`config.mk`:
```
export PLATFORM = sky130hd
export DESIGN_NAME = sb_init_pattern_ctrl
export DESIGN_NICKNAME = d
export VERILOG_FILES = /design/src/rtl/sb_init_pattern_ctrl.sv
export SDC_FILE = /design/constraint.sdc
export NUM_CORES = 1
export LEC_CHECK = 0
export CAP_MARGIN = 5
export CORE_ASPECT_RATIO = 1.2
export CORE_MARGIN = 10
export CORE_UTILIZATION = 45
export DETAILED_ROUTE_END_ITERATION = 12
export PLACE_DENSITY = 0.92
export SLEW_MARGIN = 10
export SYNTH_ARGS = -nofsm -noshare
export SYNTH_HDL_FRONTEND = slang
export SYNTH_SLANG_ARGS = --single-unit
export TNS_END_PERCENT = 100
```
`constraint.sdc`:
```
create_clock -name i_clk -period 3.8 [get_ports i_clk]
set_input_delay 0.38 -clock i_clk [delete_from_list [all_inputs] [get_ports i_clk]]
set_output_delay 0.38 -clock i_clk [all_outputs]
set_load 0.005 [all_outputs]
```
`src/rtl/sb_init_pattern_ctrl.sv`:
```
// Sideband clock-pattern engine for SBINIT: sends pattern word + low gap repeatedly,
// detects the partner's pattern, sends EXTRA_ITER more iterations, then signals done.
// Latency: TX valid the cycle after req; all outputs registered. Backpressure: word held until i_tx_ready.
//
// Ports:
//   i_clk, i_rst_n            clock, async active-low reset
//   i_sbinit_en               SBINIT enable from LTSM; low returns to IDLE next cycle
//   i_start_pattern_req       1-cycle start pulse from TX SBINIT FSM (ignored outside IDLE)
//   i_tx_ready                serializer accepts o_tx_data when o_tx_valid is high
//   i_rx_valid, i_rx_data     deserialized partner words
//   o_tx_valid, o_tx_data     pattern word to serializer (data is 0 when not valid)
//   o_start_pattern_done      high only in DONE
//   o_pattern_timeout         high only in TIMEOUT
//   o_partner_detected        sticky detect flag, cleared in IDLE
module sb_init_pattern_ctrl #(
    parameter int              DW             = 64,
    parameter logic [DW-1:0]   PATTERN        = {(DW/2){2'b10}},
    parameter int              GAP_CYCLES     = 1,
    parameter int              DETECT_COUNT   = 2,
    parameter int              EXTRA_ITER     = 4,
    parameter int              TIMEOUT_CYCLES = 800000
) (
    input  logic          i_clk,
    input  logic          i_rst_n,
    input  logic          i_sbinit_en,
    input  logic          i_start_pattern_req,
    input  logic          i_tx_ready,
    input  logic          i_rx_valid,
    input  logic [DW-1:0] i_rx_data,
    output logic          o_tx_valid,
    output logic [DW-1:0] o_tx_data,
    output logic          o_start_pattern_done,
    output logic          o_pattern_timeout,
    output logic          o_partner_detected
);

    localparam int TW = (TIMEOUT_CYCLES > 1) ? $clog2(TIMEOUT_CYCLES) : 1;
    localparam int GW = (GAP_CYCLES > 1) ? $clog2(GAP_CYCLES) : 1;
    localparam int IW = $clog2(EXTRA_ITER + 1);

    localparam logic [TW-1:0] TO_LAST  = TW'(TIMEOUT_CYCLES - 1);
    localparam logic [GW-1:0] GAP_LAST = GW'(GAP_CYCLES - 1);
    localparam logic [IW-1:0] ITER_MAX = IW'(EXTRA_ITER);
    localparam logic [7:0]    DET_MAX  = 8'(DETECT_COUNT);

    typedef enum logic [2:0] {
        ST_IDLE,
        ST_SEND,
        ST_GAP,
        ST_DONE,
        ST_TIMEOUT
    } state_t;

    state_t        state_q, state_d;
    logic [TW-1:0] to_cnt_q, to_cnt_d;
    logic [GW-1:0] gap_cnt_q, gap_cnt_d;
    logic [IW-1:0] iter_cnt_q, iter_cnt_d;
    logic [7:0]    det_cnt_q, det_cnt_d;
    logic          detected_q, detected_d;
    logic          tx_valid_q, tx_valid_d;
    logic [DW-1:0] tx_data_q, tx_data_d;
    logic          done_q, done_d;
    logic          timeout_q, timeout_d;

    always_comb begin
        state_d    = state_q;
        to_cnt_d   = to_cnt_q;
        gap_cnt_d  = gap_cnt_q;
        iter_cnt_d = iter_cnt_q;
        det_cnt_d  = det_cnt_q;
        detected_d = detected_q;
        tx_valid_d = tx_valid_q;

        // Detector is live only while the pattern exchange is running.
        if ((state_q == ST_SEND) || (state_q == ST_GAP)) begin
            if (i_rx_valid) begin
                if (i_rx_data == PATTERN) begin
                    if (det_cnt_q >= DET_MAX - 8'd1) begin
                        det_cnt_d  = DET_MAX;
                        detected_d = 1'b1;
                    end else begin
                        det_cnt_d = det_cnt_q + 8'd1;
                    end
                end else begin
                    det_cnt_d = 8'd0;
                end
            end
        end

        case (state_q)
            ST_IDLE: begin
                to_cnt_d   = '0;
                gap_cnt_d  = '0;
                iter_cnt_d = '0;
                det_cnt_d  = 8'd0;
                detected_d = 1'b0;
                tx_valid_d = 1'b0;
                if (i_start_pattern_req) begin
                    state_d    = ST_SEND;
                    tx_valid_d = 1'b1;
                end
            end
            ST_SEND: begin
                if (tx_valid_q && i_tx_ready) begin
                    state_d    = ST_GAP;
                    tx_valid_d = 1'b0;
                    gap_cnt_d  = '0;
                end
            end
            ST_GAP: begin
                if (gap_cnt_q == GAP_LAST) begin
                    // Registered detect flag is sampled here only; a detection
                    // landing in this very cycle is seen at the next gap end.
                    if (!detected_q) begin
                        state_d    = ST_SEND;
                        tx_valid_d = 1'b1;
                    end else if (iter_cnt_q < ITER_MAX) begin
                        state_d    = ST_SEND;
                        tx_valid_d = 1'b1;
                        iter_cnt_d = iter_cnt_q + IW'(1);
                    end else begin
                        state_d = ST_DONE;
                    end
                end else begin
                    gap_cnt_d = gap_cnt_q + GW'(1);
                end
            end
            ST_DONE, ST_TIMEOUT: begin
                tx_valid_d = 1'b0;
            end
            default: begin
                state_d    = ST_IDLE;
                tx_valid_d = 1'b0;
            end
        endcase

        // Timeout runs across SEND/GAP; a same-cycle DONE takes precedence.
        if ((state_q == ST_SEND) || (state_q == ST_GAP)) begin
            if (to_cnt_q == TO_LAST) begin
                if (state_d != ST_DONE) begin
                    state_d    = ST_TIMEOUT;
                    tx_valid_d = 1'b0;
                end
            end else begin
                to_cnt_d = to_cnt_q + TW'(1);
            end
        end

        // Enable low overrides everything and clears all bookkeeping with the state.
        if (!i_sbinit_en) begin
            state_d    = ST_IDLE;
            tx_valid_d = 1'b0;
            to_cnt_d   = '0;
            gap_cnt_d  = '0;
            iter_cnt_d = '0;
            det_cnt_d  = 8'd0;
            detected_d = 1'b0;
        end

        tx_data_d = tx_valid_d ? PATTERN : '0;
        done_d    = (state_d == ST_DONE);
        timeout_d = (state_d == ST_TIMEOUT);
    end

    always_ff @(posedge i_clk or negedge i_rst_n) begin
        if (!i_rst_n) begin
            state_q    <= ST_IDLE;
            to_cnt_q   <= '0;
            gap_cnt_q  <= '0;
            iter_cnt_q <= '0;
            det_cnt_q  <= 8'd0;
            detected_q <= 1'b0;
            tx_valid_q <= 1'b0;
            tx_data_q  <= '0;
            done_q     <= 1'b0;
            timeout_q  <= 1'b0;
        end else begin
            state_q    <= state_d;
            to_cnt_q   <= to_cnt_d;
            gap_cnt_q  <= gap_cnt_d;
            iter_cnt_q <= iter_cnt_d;
            det_cnt_q  <= det_cnt_d;
            detected_q <= detected_d;
            tx_valid_q <= tx_valid_d;
            tx_data_q  <= tx_data_d;
            done_q     <= done_d;
            timeout_q  <= timeout_d;
        end
    end

    assign o_tx_valid           = tx_valid_q;
    assign o_tx_data            = tx_data_q;
    assign o_start_pattern_done = done_q;
    assign o_pattern_timeout    = timeout_q;
    assign o_partner_detected   = detected_q;

endmodule
```
==> results of run 1 <==
metrics by stage:
step	hold WS, ns	total power (W)	std cells	cell area [um^2]
2_1_floorplan	0.0844	0.000536	354	2980
3_3_place_gp	0.489	0.000613	469	3610
3_5_place_dp	0.503	0.000618	469	3610
4_1_cts	0.521	0.000961	477	3730
5_1_grt	0.531	0.00100	477	3730
6_report	0.502	0.000958	477	3730
layout make-up:
class                   count  area, um^2
clock buffers               5        68.8
inverters                   9        33.8
clock inverters             3        45.0
multi-input cells         233        1460
fillers                   556        2400
flip-flops and latches     38         951
repair buffers            107        1070
well taps                  82         103
worst max-delay path, cell delays in order, from the launching register on:
cell	delay, ns
dfrtp_1	0.41
ha_1	0.24
nand4_2	0.16
or3_1	0.53
o21ai_4	0.49
nand2_1	0.18
o221ai_1	0.21
routing by layer:
metal  part of all wire, %  vias to the layer above  global-route usage, %
met4                   1.5                        0                   4.97
met1                    37                     1216                   15.6
met5                     0                        -                      0
li1                      -                     1238                      -
met2                    47                      146                   26.1
met3                    14                       10                   9.28
Yosys cell counts, drive strengths merged, types with 4 or more instances:
cell | instances | area (um^2)
o41ai | 5 | 43.8
or3 | 6 | 38.8
o211ai | 6 | 45.0
nand4 | 10 | 68.8
inv | 9 | 33.8
nor2 | 19 | 71.3
nand3 | 13 | 70.1
buf | 69 | 518
o2111ai | 5 | 43.8
nand2 | 22 | 82.6
and3 | 6 | 38.8
nand2b | 4 | 25.0
a21oi | 14 | 77.6
and2 | 6 | 37.5
a31oi | 6 | 37.5
clkbuf | 5 | 18.8
nor4b | 5 | 43.8
o21a | 4 | 30.0
o21ai | 10 | 61.3
ha | 5 | 62.6
nor3 | 6 | 35.0
dfrtp | 38 | 951
o31ai | 6 | 45.0
nor4bb | 13 | 130
flip-flops by register name, summed over array words and instances, names as in the netlist:
| register | cells |
|---|---|
| to_cnt_q | 20 |
| state_q | 3 |
| o_tx_data | 1 |
| iter_cnt_q | 3 |
| o_partner_detected | 1 |
| o_pattern_timeout | 1 |
| o_start_pattern_done | 1 |
| det_cnt_q | 8 |
final timing paths:
check	endpoint	cells after the start
setup / recovery	to_cnt_q[7]$_DFF_PN0_	6
hold / removal	to_cnt_q[2]$_DFF_PN0_	2
setup reg to reg	to_cnt_q[7]$_DFF_PN0_	6
hold reg to reg	to_cnt_q[15]$_DFF_PN0_	1
max in group asynchronous	det_cnt_q[0]$_DFFE_PN0P_	2
min in group i_clk	to_cnt_q[15]$_DFF_PN0_	1
logic make-up after synthesis:
group | share of synthesized area, %
mux | 0.786
buf+inv | 19.9
simple gates | 25.2
fa+ha+maj | 2.58
flops | 33.2
compound gates | 17.6
other cells | 0.131
xor+xnor | 0.611
power breakdown:
group          total [W]  switching, W  internal [W]
Combinational   0.000193     0.0000748      0.000118
Clock           0.000347      0.000152      0.000195
Sequential      0.000417     0.0000105      0.000407
==> results.toml, run 1 <==
[worst_setup_path]
startpoint = "to_cnt_q[1]$_DFF_PN0_"
worstPathArrival_ns = 2.51
worst_setup_path_end_kind = "flop"
reg2reg_slack_ns = 1.50
r2r-start = "to_cnt_q[1]$_DFF_PN0_"
crit_path_start_kind = "flop"
critical_path_class = "flop to flop"
cp_max_fo = 19
worst-endpoint-required_ns = 4.01

[sta]
max-slew-margin-rel_pct = 39.2
worst_slew_pin_slew_ns = 0.912
fmax_mhz = 434
rsz0062_at_grt = "no"
finalSetupViolations = 0
hold_violations = 0
skew_ns = 0.00617
fin_crit_ns = 2.30
fin_crit_sh_pct = 60.6
setup_ws_ns = 1.50
fin_tns_setup_ns = 0
drv_slew = 0

[cts]
holdBufCountCts = 0
clk_pin_slew_worst_paths_ns = 0.08
numCtsBuffers = 5
cts_resized = 0
cts_setup_buffers = 0
cts-root-buf = "clkbuf_8"
cts_max_level = 2
cts_sinks = 38
clockBufferDepth = 2
clk_latency_ns = 0.30
cts_tree = "done"

[grt]
grt_pass1_wl_um = 12900
grt_usage_pct = 15.5
antenna_found_initial = 0
grt_pass1_vias = 2742
globalRoute.totalOverflow = 0
grt_max_degree = 39

[power]
p_per_area_nw_per_um2 = 257
total_leakage_power_nw = 1.47
peakVddDrop_mv = 0.217

[floorplan]
fp.dieH_um = 107
rows = 31
fp.dieW_um = 92.8
dieArea_um2 = 9970
core_area_um2 = 6130
io_pins = 138
initial_utilization_pct = 46.8

[synthesis]
ys_types = 54
ys_ff_latch = 38
synth_area_um2 = 2870
async_flop_share_pct = 100
netlist_instances = 323
yosysWarnings = 0
avgSynthCellArea_um2 = 8.87
synth_edf_count = 0
synth_flop_cell = "dfrtp_1"
ys_seq_area_share_pct = 33.2

[placed_design]
routabilityCongestion = 0.881
dp_slack_ns = 1.54
portBuffers = 105
place_hpwl_um = 6340

[final_layout]
final_util_pct = 60.8
n_antenna_cell = 0
synthToLayoutAreaGrowth_pct = 30.1
final_cell_mix = "clkdlybuf4s50_1, dfrtp_1, conb_1"
nNetsFinal = 469
final_common_cell = "clkdlybuf4s50_1"
drive_gt1_share_pct = 6.33

[routing]
final_antenna_net_count = 0
drt_wl_total_um = 7860
drtPass1Iterations = 4
drc = 0
vias_per_cell = 5.47
vias = 2610
wire_per_inst_um = 16.5
drt-initial-drc-count = 205

[run_status]
outcome = "finished clean"

[flow_run]
max_cap_viol_count = 0

[worst_hold_path]
hp-class = "input port to async pin"
No activity file was read; power rests on OpenSTA's default activity.
==> run 2: changes to the inputs <==
Settings changed: CORE_UTILIZATION 45 to 37, PLACE_DENSITY 0.92 to 0.82.
Clock period 3.8 ns to 1.9 ns, I/O delays scaled along.
==> run 2 against run 1 <==
Compared with the run above: first-iteration DRC count shrank 22%; highest routed layer unchanged; die area grew 17%; critical endpoint is now to_cnt_q[16]$_DFF_PN0_; non-clock buffer count up 35; total power increased by 94%; register-to-register slack lost 1.5 ns; worst setup slack got worse by 1.5 ns; global-route usage is 2.0 points lower; via count increased by 5.4%; hold slack got worse by 0.18 ns; critical path type unchanged; largest cell class unchanged; utilization is 7.7 points lower; maximum frequency up 24%.
==> results.toml, run 2 (same netlist as run 1, synthesis figures left out) <==
[worst_setup_path]
crit_family = "simple AND/OR/NAND/NOR gates"
worstPathArrival_ns = 2.03
cp_max_fo = 8
worst_setup_path_end_kind = "flop"
cpPeakStageDelay_ns = 0.43
reg2reg_slack_ns = 0.04
r2r-end = "to_cnt_q[16]$_DFF_PN0_"
startpoint = "to_cnt_q[0]$_DFF_PN0_"
crit_path_start_kind = "flop"
r2r-start = "to_cnt_q[0]$_DFF_PN0_"
critical_path_class = "flop to flop"
cp_num_buf_inv = 0
cp_num_cells = 6
rr_worst_depth = 6
slowest_stage = "or3_4"
crit_chain = "ha_2 -> nand4_2 -> or3_4 -> or3b_4 -> o211ai_1 -> o31ai_1"
worst-endpoint-required_ns = 2.07

[final_layout]
final_area_um2 = 4050
nFillCells = 714
drive_gt1_share_pct = 16.0
largest_register_ff_count = 20
n_antenna_cell = 0
synthToLayoutAreaGrowth_pct = 41.3
top_regs = "to_cnt_q x20, det_cnt_q x8"
final_common_cell = "clkdlybuf4s50_1"
regMostFlops = "to_cnt_q"
nNetsFinal = 504
final_util_pct = 53.1
multi_input_area_um2 = 1490
final_cell_mix = "clkdlybuf4s50_1, dfrtp_1, buf_4"
seqCellArea_um2 = 953

[sta]
skew_ns = 0.00544
drv_slew = 0
rsz0062_at_grt = "yes"
hold_violations = 0
fin_tns_setup_ns = 0
fin_crit_sh_pct = 97.8
fmax_mhz = 538
finalSetupViolations = 0
hold_slack_ns = 0.323
fin_crit_ns = 1.86

[placed_design]
routabilityCongestion = 0.909
placed_area_um2 = 3920
place_hpwl_um = 6820
portBuffers = 105

[routing]
final_antenna_net_count = 0
wire_per_inst_um = 15.7
drt_wl_total_um = 8190
vias_per_cell = 5.27
drtPass1Iterations = 4
drc = 0
drt-initial-drc-count = 159
vias = 2752

[floorplan]
core_area_um2 = 7620
fp.dieH_um = 116
fp.dieW_um = 100
rows = 35
initial_utilization_pct = 37.6
io_pins = 138
dieArea_um2 = 11700

[grt]
antenna_found_initial = 0
gr-usage-met3_pct = 6.27
grt_pass1_wl_um = 13100
globalRoute.totalOverflow = 0
grt_use_met1_pct = 14.0
grtUsageMet2_pct = 23.6
grt_pass1_vias = 2897
grt_max_degree = 39
grt_usage_pct = 13.5
busiest_layer = "met2"

[cts]
clk_pin_slew_worst_paths_ns = 0.07
cts-root-buf = "clkbuf_8"
clk_latency_ns = 0.30
holdBufCountCts = 0
cts_max_level = 2
cts_sinks = 38
numCtsBuffers = 5
cts_tree = "done"
clockBufferDepth = 2

[power]
combPwrFrac_pct = 24.2
peakVddDrop_mv = 0.312
p_per_area_nw_per_um2 = 459
seq_power_share_pct = 44.1
total_leakage_power_nw = 1.67
clkPwrFrac_pct = 31.6
p_switching_w = 0.000478
p_sw_share_pct = 25.7
p_int_w = 0.00138

[flow_run]
max_cap_viol_count = 0

[worst_hold_path]
hp-class = "input port to async pin"

[run_status]
outcome = "finished clean"
==> run 2: cell types whose count changed in the layout (fill, tap and decap cells not counted), sizes merged <==
cell,change
buf,+35
bufinv,-1
clkbuf,+1
clkinv,+1
clkinvlp,-1
==> run 2: power groups by stage <==
stage | registers, W | clock network, W | logic [W]
global route | 0.000822 | 0.000639 | 0.000489
floorplan | 0.000843 | 0 | 0.000229
CTS | 0.000821 | 0.000599 | 0.000450
global placement | 0.000836 | 0 | 0.000441
finish | 0.000821 | 0.000588 | 0.000451
detailed placement | 0.000837 | 0 | 0.000449
==> run 2: per-stage QoR <==
| stage | std cells | setup slack (ns) | power (W) |
|---|---|---|---|
| finish | 522 | 0.0421 | 0.00186 |
| global route | 522 | -0.00880 | 0.00195 |
| CTS | 522 | 0.00500 | 0.00187 |
| detailed placement | 514 | -0.0742 | 0.00129 |
| global placement | 514 | -0.000889 | 0.00128 |
| floorplan | 354 | -0.0402 | 0.00107 |
==> run 2: layout make-up <==
type	instances	share of cell area, %
Clock buffer	6	2.04
Clock inverter	2	0.309
Inverter	9	0.834
Multi-Input combinational cell	233	36.9
Sequential cell	38	23.5
Tap cell	92	2.84
Timing Repair Buffer	142	33.5
==> run 2: worst max-delay path by stage <==
stage          slack, ns                        to
2_1_floorplan      -0.04    to_cnt_q[16]$_DFF_PN0_
3_3_place_gp     -0.0009  det_cnt_q[5]$_DFFE_PN0P_
3_5_place_dp       -0.07  det_cnt_q[2]$_DFFE_PN0P_
4_1_cts            0.005     to_cnt_q[7]$_DFF_PN0_
5_1_grt           -0.009    to_cnt_q[16]$_DFF_PN0_
6_report            0.04    to_cnt_q[16]$_DFF_PN0_
==> run 2: routing by layer <==
layer,wire [um],part of all wire [%],vias up
met5,0,0,-
met4,102,1.2,0
met3,985,12,6
met2,4080,50,166
met1,3020,37,1275
li1,-,-,1305
==> run 2: what timing repair did <==
action | 4_1_cts | 5_1_grt
hold endpoints to repair | 0 | 0
buffers inserted | 0 | 0
setup endpoints to repair | 3 | 24
pin swaps | 0 | 6
resized for setup | 1 | 9
==> run 3: changes to the inputs <==
Settings changed: CAP_MARGIN 5 to default, SKIP_CTS_REPAIR_TIMING from default to 1.
==> run 3 against run 2 <==
Compared with the run above: sequential power about the same; worst setup slack worse by 0.025 ns; register-to-register slack worse by 0.02 ns; hold slack better by 0.0011 ns; clock skew barely moved; global-route usage is essentially flat; count of clock-buffer cells in the layout did not move; combinational power about the same.
==> results.toml, run 3 (same netlist as run 1, synthesis figures left out) <==
[routing]
drtPass1Iterations = 4
vias = 2745
drc = 0
drt-initial-drc-count = 130
drt_wl_total_um = 8230
wire_per_inst_um = 15.7
final_antenna_net_count = 0
vias_per_cell = 5.25

[cts]
cts_max_level = 2
cts-root-buf = "clkbuf_8"
numCtsBuffers = 5
cts_sinks = 38
clk_pin_slew_worst_paths_ns = 0.08
cts_tree = "done"
clockBufferDepth = 2
clk_latency_ns = 0.30

[final_layout]
final_area_um2 = 4070
synthToLayoutAreaGrowth_pct = 42.1
nNetsFinal = 505
largest_register_ff_count = 20
final_common_cell = "clkdlybuf4s50_1"
top_regs = "to_cnt_q x20, det_cnt_q x8"
n_antenna_cell = 0
final_cell_mix = "clkdlybuf4s50_1, dfrtp_1, buf_4"
regMostFlops = "to_cnt_q"
drive_gt1_share_pct = 16.2

[run_status]
outcome = "finished clean"

[grt]
grt_max_degree = 39
antenna_found_initial = 0
grt_pass1_wl_um = 13000
grt_pass1_vias = 2885
grt_usage_pct = 13.5
globalRoute.totalOverflow = 0

[floorplan]
core_area_um2 = 7620
initial_utilization_pct = 37.6
dieArea_um2 = 11700
fp.dieW_um = 100
rows = 35
io_pins = 138
fp.dieH_um = 116

[worst_setup_path]
crit_path_start_kind = "flop"
r2r-start = "to_cnt_q[0]$_DFF_PN0_"
worstPathArrival_ns = 2.06
startpoint = "to_cnt_q[0]$_DFF_PN0_"
reg2reg_slack_ns = 0.02
endpoint = "to_cnt_q[16]$_DFF_PN0_"
critical_path_class = "flop to flop"
worst-endpoint-required_ns = 2.08
r2r-end = "to_cnt_q[16]$_DFF_PN0_"
rr_worst_depth = 6
worst_setup_path_end_kind = "flop"
cp_max_fo = 8

[placed_design]
place_hpwl_um = 6820
routabilityCongestion = 0.909
portBuffers = 105
placed_area_um2 = 3920

[sta]
fin_crit_ns = 1.88
rsz0062_at_grt = "yes"
drv_slew = 0
hold_violations = 0
finalSetupViolations = 0
skew_ns = 0.00573
fmax_mhz = 531
fin_tns_setup_ns = 0
fin_crit_sh_pct = 99.1

[power]
total_leakage_power_nw = 1.68
p_switching_w = 0.000481
p_int_w = 0.00138
clkPwrFrac_pct = 31.7
peakVddDrop_mv = 0.319
p_sw_share_pct = 25.8
p_per_area_nw_per_um2 = 457
combPwrFrac_pct = 24.2
seq_power_share_pct = 44.2

[flow_run]
max_cap_viol_count = 0

[worst_hold_path]
hp-class = "input port to async pin"
-- run 3: worst max-delay path: stages (launching register included) --
cell and delay [ns]:
dfrtp_1 0.41, ha_4 0.17, nand4_4 0.08, or3_4 0.43
or3b_4 0.40, o211ai_1 0.19, o31ai_1 0.10
-- run 3: power groups by stage --
stage / Sequential, W / Clock, W / Combinational, W
floorplan: 0.000843 / 0 / 0.000229
global placement: 0.000836 / 0 / 0.000441
detailed placement: 0.000837 / 0 / 0.000449
CTS: 0.000821 / 0.000599 / 0.000450
global route: 0.000824 / 0.000640 / 0.000488
finish: 0.000822 / 0.000589 / 0.000450
-- run 3: worst min path at each step --
stage | startpoint | cells past startpoint | end | slack (ns)
6_report | i_rst_n | 2 | to_cnt_q[19]$_DFF_PN0_ | 0.32
5_1_grt | i_rst_n | 2 | to_cnt_q[3]$_DFF_PN0_ | 0.37
4_1_cts | i_rst_n | 2 | to_cnt_q[15]$_DFF_PN0_ | 0.35
3_5_place_dp | det_cnt_q[7]$_DFFE_PN0P_ | 2 | det_cnt_q[7]$_DFFE_PN0P_ | 0.52
3_3_place_gp | to_cnt_q[15]$_DFF_PN0_ | 1 | to_cnt_q[15]$_DFF_PN0_ | 0.50
2_1_floorplan | i_rst_n | 0 | det_cnt_q[0]$_DFFE_PN0P_ | -0.11
-- run 3: layout make-up --
class | count | area, um^2
timing repair buffer | 143 | 1360
tap | 92 | 115
clock buffer | 6 | 82.6
fill | 711 | 3550
sequential | 38 | 953
inverter | 9 | 33.8
clock inverter | 2 | 12.5
multi-input combinational | 233 | 1510
-- run 3: routing by layer --
layer  vias up  part of all wire (%)  GRT usage (%)
met4         0                   1.6           4.34
met5         -                     0              0
met1      1287                    37           14.0
met2       143                    50           23.5
li1       1307                     -              -
met3         8                    12           6.27
-- run 3: metrics by stage --
step | power, W | setup slack, ns | cells | util, % | hold WS (ns)
after CTS | 0.00187 | -0.0790 | 522 | 52.6 | 0.347
final | 0.00186 | 0.0172 | 523 | 53.4 | 0.324
after global routing | 0.00195 | -0.0339 | 523 | 53.4 | 0.365
after global placement | 0.00128 | -0.000889 | 514 | 51.4 | 0.501
after detailed placement | 0.00129 | -0.0742 | 514 | 51.4 | 0.518
after floorplan | 0.00107 | -0.0402 | 354 | - | -0.106
